===== src/rtl/cpu_pkg.sv =====
// Shared RISC5 core constants.
//   REG_AW   : register number width
//   DATA_W   : register data width
//   NUM_REGS : number of architectural registers (all ordinary, no hardwired zero)
//   NUM_OPND : operands fetched per request (A, B)
package cpu_pkg;
    localparam int REG_AW   = 4;
    localparam int DATA_W   = 32;
    localparam int NUM_REGS = 16;
    localparam int NUM_OPND = 2;
endpackage


===== src/rtl/opnd_slot.sv =====
// One operand lane of the operand-fetch block.
// Holds the same-cycle forwarding flag/data, the stall hold register, the
// latched register number, and the late-bypass mux on the output.
// Ports:
//   clk, rst      clock, synchronous active-high reset
//   flush         discard forwarding state
//   accept        request accepted this cycle (latch register number, fwd)
//   first         first output cycle of the presented pair
//   stall         pair presented but not taken this cycle
//   req_reg       register number of the incoming request
//   rd_data       register file read data (1-cycle latency)
//   wr_en/reg/data snooped register file write port
//   op            operand value presented to the consumer
module opnd_slot
    import cpu_pkg::*;
(
    input  logic              clk,
    input  logic              rst,
    input  logic              flush,
    input  logic              accept,
    input  logic              first,
    input  logic              stall,
    input  logic [REG_AW-1:0] req_reg,
    input  logic [DATA_W-1:0] rd_data,
    input  logic              wr_en,
    input  logic [REG_AW-1:0] wr_reg,
    input  logic [DATA_W-1:0] wr_data,
    output logic [DATA_W-1:0] op
);

    logic [REG_AW-1:0] s_reg;
    logic              fwd;
    logic [DATA_W-1:0] fwd_data;
    logic [DATA_W-1:0] hold;
    logic [DATA_W-1:0] base;
    logic [DATA_W-1:0] op_byp;

    // The file returns pre-write data when a write lands in the accept cycle,
    // so that write is captured here and substituted for rd_data next cycle.
    always_ff @(posedge clk) begin
        if (rst) begin
            s_reg    <= '0;
            fwd      <= 1'b0;
            fwd_data <= '0;
            hold     <= '0;
        end else if (flush) begin
            fwd      <= 1'b0;
        end else if (accept) begin
            s_reg    <= req_reg;
            fwd      <= wr_en && (wr_reg == req_reg);
            fwd_data <= wr_data;
        end else if (stall) begin
            // Capture what is displayed (including any late bypass) so the
            // value survives rd_data changing underneath a stalled pair.
            hold     <= op_byp;
        end
    end

    always_comb begin
        base = hold;
        if (first)
            base = fwd ? fwd_data : rd_data;
        op_byp = (wr_en && (wr_reg == s_reg)) ? wr_data : base;
        op     = rst ? '0 : op_byp;
    end

endmodule


===== src/rtl/opnd_fetch.sv =====
// Operand-fetch client of the triple-ported register file.
// Accepts {req_a, req_b, req_tag} over a valid/ready handshake, drives the
// file's read ports combinationally, absorbs the 1-cycle read latency and
// presents {op_a, op_b, op_tag} over a valid/ready handshake. Snooped writes
// are forwarded so the operands always reflect the latest register contents.
// Ports:
//   clk, rst                 clock, synchronous active-high reset
//   flush                    discard any in-flight/held pair, block accepts
//   req_valid/ready/a/b/tag  request side (issue stage)
//   rd_reg_1/2, rd_data_1/2  register file read ports
//   wr_reg/wr_data/wr_en     snooped register file write port
//   op_valid/ready/a/b/tag   operand side (execute stage)
module opnd_fetch
    import cpu_pkg::*;
#(
    parameter int TAG_W = 4
) (
    input  logic              clk,
    input  logic              rst,
    input  logic              flush,
    input  logic              req_valid,
    output logic              req_ready,
    input  logic [REG_AW-1:0] req_a,
    input  logic [REG_AW-1:0] req_b,
    input  logic [TAG_W-1:0]  req_tag,
    output logic [REG_AW-1:0] rd_reg_1,
    output logic [REG_AW-1:0] rd_reg_2,
    input  logic [DATA_W-1:0] rd_data_1,
    input  logic [DATA_W-1:0] rd_data_2,
    input  logic [REG_AW-1:0] wr_reg,
    input  logic [DATA_W-1:0] wr_data,
    input  logic              wr_en,
    output logic              op_valid,
    input  logic              op_ready,
    output logic [DATA_W-1:0] op_a,
    output logic [DATA_W-1:0] op_b,
    output logic [TAG_W-1:0]  op_tag
);

    typedef enum logic [1:0] {
        S_EMPTY,
        S_FIRST,
        S_HELD
    } state_t;

    state_t                              state, state_nx;
    logic [TAG_W-1:0]                    tag_q;
    logic                                accept;
    logic                                stall;
    logic                                first;
    logic [NUM_OPND-1:0][REG_AW-1:0]     req_reg_v;
    logic [NUM_OPND-1:0][DATA_W-1:0]     rd_data_v;
    logic [NUM_OPND-1:0][DATA_W-1:0]     op_v;

    assign rd_reg_1 = req_a;
    assign rd_reg_2 = req_b;

    assign op_valid  = (state != S_EMPTY);
    assign first     = (state == S_FIRST);
    assign req_ready = !rst && !flush && (!op_valid || op_ready);
    assign accept    = req_valid && req_ready;
    assign stall     = op_valid && !op_ready;

    always_ff @(posedge clk) begin
        if (rst) begin
            state <= S_EMPTY;
            tag_q <= '0;
        end else begin
            state <= state_nx;
            if (accept)
                tag_q <= req_tag;
        end
    end

    // flush dominates; an accept always starts a fresh pair in S_FIRST.
    always_comb begin
        state_nx = state;
        if (flush) begin
            state_nx = S_EMPTY;
        end else if (accept) begin
            state_nx = S_FIRST;
        end else begin
            case (state)
                S_FIRST: state_nx = op_ready ? S_EMPTY : S_HELD;
                S_HELD:  state_nx = op_ready ? S_EMPTY : S_HELD;
                default: state_nx = S_EMPTY;
            endcase
        end
    end

    assign req_reg_v = {req_b, req_a};
    assign rd_data_v = {rd_data_2, rd_data_1};

    for (genvar i = 0; i < NUM_OPND; i++) begin : g_slot
        opnd_slot u_slot (
            .clk     (clk),
            .rst     (rst),
            .flush   (flush),
            .accept  (accept),
            .first   (first),
            .stall   (stall),
            .req_reg (req_reg_v[i]),
            .rd_data (rd_data_v[i]),
            .wr_en   (wr_en),
            .wr_reg  (wr_reg),
            .wr_data (wr_data),
            .op      (op_v[i])
        );
    end

    assign op_a   = op_v[0];
    assign op_b   = op_v[1];
    assign op_tag = rst ? '0 : tag_q;

endmodule


===== config.mk =====
export PLATFORM = sky130hd
export DESIGN_NAME = opnd_fetch
export DESIGN_NICKNAME = d
export VERILOG_FILES = /design/src/rtl/cpu_pkg.sv /design/src/rtl/opnd_slot.sv /design/src/rtl/opnd_fetch.sv
export SDC_FILE = /design/constraint.sdc
export NUM_CORES = 1
export LEC_CHECK = 0
export CAP_MARGIN = 20
export CORE_MARGIN = 5
export CORE_UTILIZATION = 45
export CTS_CLUSTER_DIAMETER = 30
export DETAILED_ROUTE_END_ITERATION = 12
export GPL_TIMING_DRIVEN = 0
export PLACE_DENSITY_LB_ADDON = 0.15
export SETUP_SLACK_MARGIN = 0.2
export SYNTH_ARGS = -nofsm -noshare
export SYNTH_HDL_FRONTEND = slang
export SYNTH_SLANG_ARGS = --single-unit

===== constraint.sdc =====
create_clock -name clk -period 3.3 [get_ports clk]
set_clock_uncertainty 0.15 [all_clocks]
set_input_delay 0.495 -clock clk [delete_from_list [all_inputs] [get_ports clk]]
set_output_delay 0.495 -clock clk [all_outputs]
set_load 0.02 [all_outputs]

==> key figures <==
Finish
  – Area taken by flip-flops and latches: 0.00224 mm²
  – Final std cell area, no fill: 0.00921 mm²
  – Ratio of cells with drive above 1 in the final layout: 0.108
  – Footprint of the multi-input gates: 0.00400 mm²
  – Flip-flop count of the largest register after layout: 64
  – Area growth from synthesis to layout: 37.8%
  – Fillers: 1337
  – Final net count: 1194
  – Number of antenna cells inserted: 0

Synthesis
  – Number of instances in the synthesized netlist: 867
  – Most frequent cell after synthesis: nand2_1
  – Mean instance size in the synthesized netlist: 7.71 µm²
  – Synthesized cell area: 0.00669 mm²
  – Synth cell count leaders: nand2_1 (184), dfxtp_1 (112), a21oi_1 (108)
  – Count of state elements after synthesis: 112
  – Largest cells by area after synthesis: dfxtp_1 (34%), nand2_1 (10%), mux2i_1 (9.6%)
  – Post-synth EDFFs: 0
  – Number of warnings issued by yosys: 0
  – Largest area contributor in the synthesized netlist: dfxtp_1
  – Fraction of registers with async set/reset: 0
  – Flip-flop cell with the highest count after synthesis: dfxtp_1
  – Synth top area share: 0.335
  – Synth cell types: 27
  – Net count after synthesis: 987
  – Fraction of the yosys area taken by sequential cells: 0.335

Drt
  – Initial drt markers: 1056
  – DRT Wirelength: 25800 µm
  – Routed vias/inst: 6.18
  – Count of antenna-violating nets left after detailed routing: 0
  – Average wire per cell in the routed design: 20.4 µm
  – DRC viols: 0
  – Via count: 7802
  – TritonRoute pass-1 iters: 5

Power
  – Share of total power in combinational logic: 0.220
  – Leakage power of the design: 2.93 nW
  – Peak ir drop on the vdd network: 291 µV
  – PD cells: 360 mW/mm²
  – Share of total power in sequential cells: 0.426
  – Cell internal pwr: 0.00234 W
  – Switching Power: 0.000981 W
  – Power consumption: 0.00332 W
  – Share of power burned in the clock network: 0.354
  – Switching share of power: 0.296

Worst setup path
  – Largest fanout on the critical path: 10
  – Worst path slowest cell: or3_1
  – Worst path arrival time: 2420 ps
  – CP Data Required Time: 2650 ps
  – Slowest cell delay on critical path: 390 ps
  – Startpoint kind of the worst setup timing path: primary input
  – Class of the most critical setup path: primary input to primary output
  – Critical path, cell by cell: dlygate4sd2_1 > xnor2_1 > nand3_4 > clkbuf_8 > or3_1 > a21oi_1 > clkdlybuf4s15_2
  – Kind of end point of the critical path: primary output

Clocking
  – Clock net sink count: 112
  – Deepest clock path buffer count: 2
  – Number of buffers inserted during clock tree synthesis: 9
  – CTS tree: built
  – # hold bufs at CTS: 0
  – Number of levels in the clock H-tree: 3
  – CTS clk-pin slew, worst paths: 70 ps
  – Root cell of the clock tree: clkbuf_16
  – Worst-skew pair later-pin latency: 370 ps

Floorplan
  – Die area: 0.0174 mm²
  – Die H: 132 µm
  – Number of placement rows: 44
  – Initial cell density of the core: 0.460
  – Number of top-level pins: 196
  – Die width: 132 µm
  – Core ar.: 0.0145 mm²

Global route
  – Wire length of the first global-routing pass: 39400 µm
  – Global route total overflow: 0
  – Initial antenna violation count: 0
  – Maximum number of pins on one net before global-route repair: 18
  – Overall Global Routing Usage: 0.278
  – Number of global-route vias before repair: 7387

Placement
  – Instance area after placement: 0.00885 mm²
  – RePlAce Congestion: 0.912
  – Number of buffers added on ports: 193
  – HPWL after detailed placement: 18500 µm

STA
  – Final-report setup violation count: 0
  – Slew headroom: 0.535
  – Number of hold violations in the final report: 0
  – Max Slew Vio Count: 0
  – Minimum clock period after layout: 3060 ps
  – Worst Max-Slew Pin Slew: 697 ps
  – Fin crit share: 0.927
  – Setup TNS after final layout: 0 ps
  – Fmax achieved: 0.327 GHz
  – RSZ-0062 raised after global routing: true

Flow run
  – MaxCap Viol Count: 0

Status
  – Result of the run: completed

Min path
  – Class of the tightest hold or removal check: flop to flop
[cells by family (layout without fill, tap and decap cells)]
logic type / after synthesis / in the layout / synth area share
AO/OA/AOI/OAI: 239 / 239 / 0.253
XOR/XNOR: 16 / 16 / 0.0210
adder cells (fa/ha/maj): 2 / 2 / 0.00374
buffers and inverters: 106 / 318 / 0.0750
flip-flops: 112 / 112 / 0.335
multiplexers: 64 / 64 / 0.0958
AND/OR/NAND/NOR: 328 / 328 / 0.216
[critical path: cells and delay by family]
kind                      cells  cell delay, ps
xor gates and xnor gates      1             270
AOI/OAI and AO/OA             1             220
buffers and inverters         3             820
and+or+nand+nor               2             590
[layout by cell type (no fill, tap or decap), types with 3 or more instances in the layout]
cell             netlist  routed
clkdlybuf4s15_2        0      21
dfxtp_1              112     112
clkbuf_16              0       9
clkdlybuf4s50_1        0     125
clkbuf_1              67      51
clkbuf_8               0       5
a311oi_1              63      63
clkbuf_2               0      25
nor2_1                65      65
a21oi_1              108     106
clkdlybuf4s15_1        0      14
o221ai_1              64      63
buf_4                  9      12
buf_2                 20      20
inv_1                  3       3
nand2_1              184     184
xnor2_1                6       6
or3_1                 65      65
dlygate4sd2_1          0      17
xor2_1                10       8
buf_6                  6       6
mux2i_1               64      64
nor2b_1                4       4
[stage by stage]
stage / setup slack [ps] / hold slack (ps) / util / std cells
after floorplan: 897 / 282 / - / 867
after global placement: -474 / 289 / 0.609 / 1244
after detailed placement: -482 / 293 / 0.609 / 1244
after CTS: 225 / 303 / 0.636 / 1262
after global routing: 120 / 320 / 0.634 / 1263
final: 240 / 302 / 0.634 / 1263
[layout make-up]
| type | count | area share |
|---|---|---|
| sequential | 112 | 0.243 |
| clock inverter | 5 | 0.00598 |
| clock buffer | 11 | 0.0274 |
| tap | 184 | 0.0250 |
| timing repair buffer | 196 | 0.204 |
| buffer | 102 | 0.0581 |
| inverter | 4 | 0.00163 |
| multi-input combinational | 649 | 0.434 |
[routing by layer]
metal | track usage | vias up | part of all wire
met4 | 0.113 | 0 | 0.026
met1 | 0.377 | 3616 | 0.41
met5 | 0 | - | 0
met3 | 0.0805 | 59 | 0.11
li1 | - | 3593 | -
met2 | 0.416 | 534 | 0.45
[power by group through the flow]
stage	clock, W	combinational (W)	sequential (W)
global route	0.00123	0.000775	0.00142
CTS	0.00118	0.000715	0.00141
finish	0.00118	0.000730	0.00141
global placement	0	0.000719	0.00144
floorplan	0	0.000366	0.00144
detailed placement	0	0.000720	0.00144
[worst paths after layout]
kind	from	end	slack, ps	cells past startpoint
setup reg to reg	state[0]$_SDFF_PP0_	g_slot[0].u_slot.hold[28]$_SDFFE_PP0P_	770	7
hold / removal	tag_q[2]$_SDFFE_PP0P_	tag_q[2]$_SDFFE_PP0P_	300	2
hold reg to reg	tag_q[2]$_SDFFE_PP0P_	tag_q[2]$_SDFFE_PP0P_	300	2
setup / recovery	wr_reg[1]	op_b[20]	240	7
[repair_timing]
action,4_1_cts,5_1_grt
setup buffers,2,1
endpoints found under the setup margin,64,61
pin swaps,2,1
resized for setup,154,34
Power figures use the tool's default switching activity.
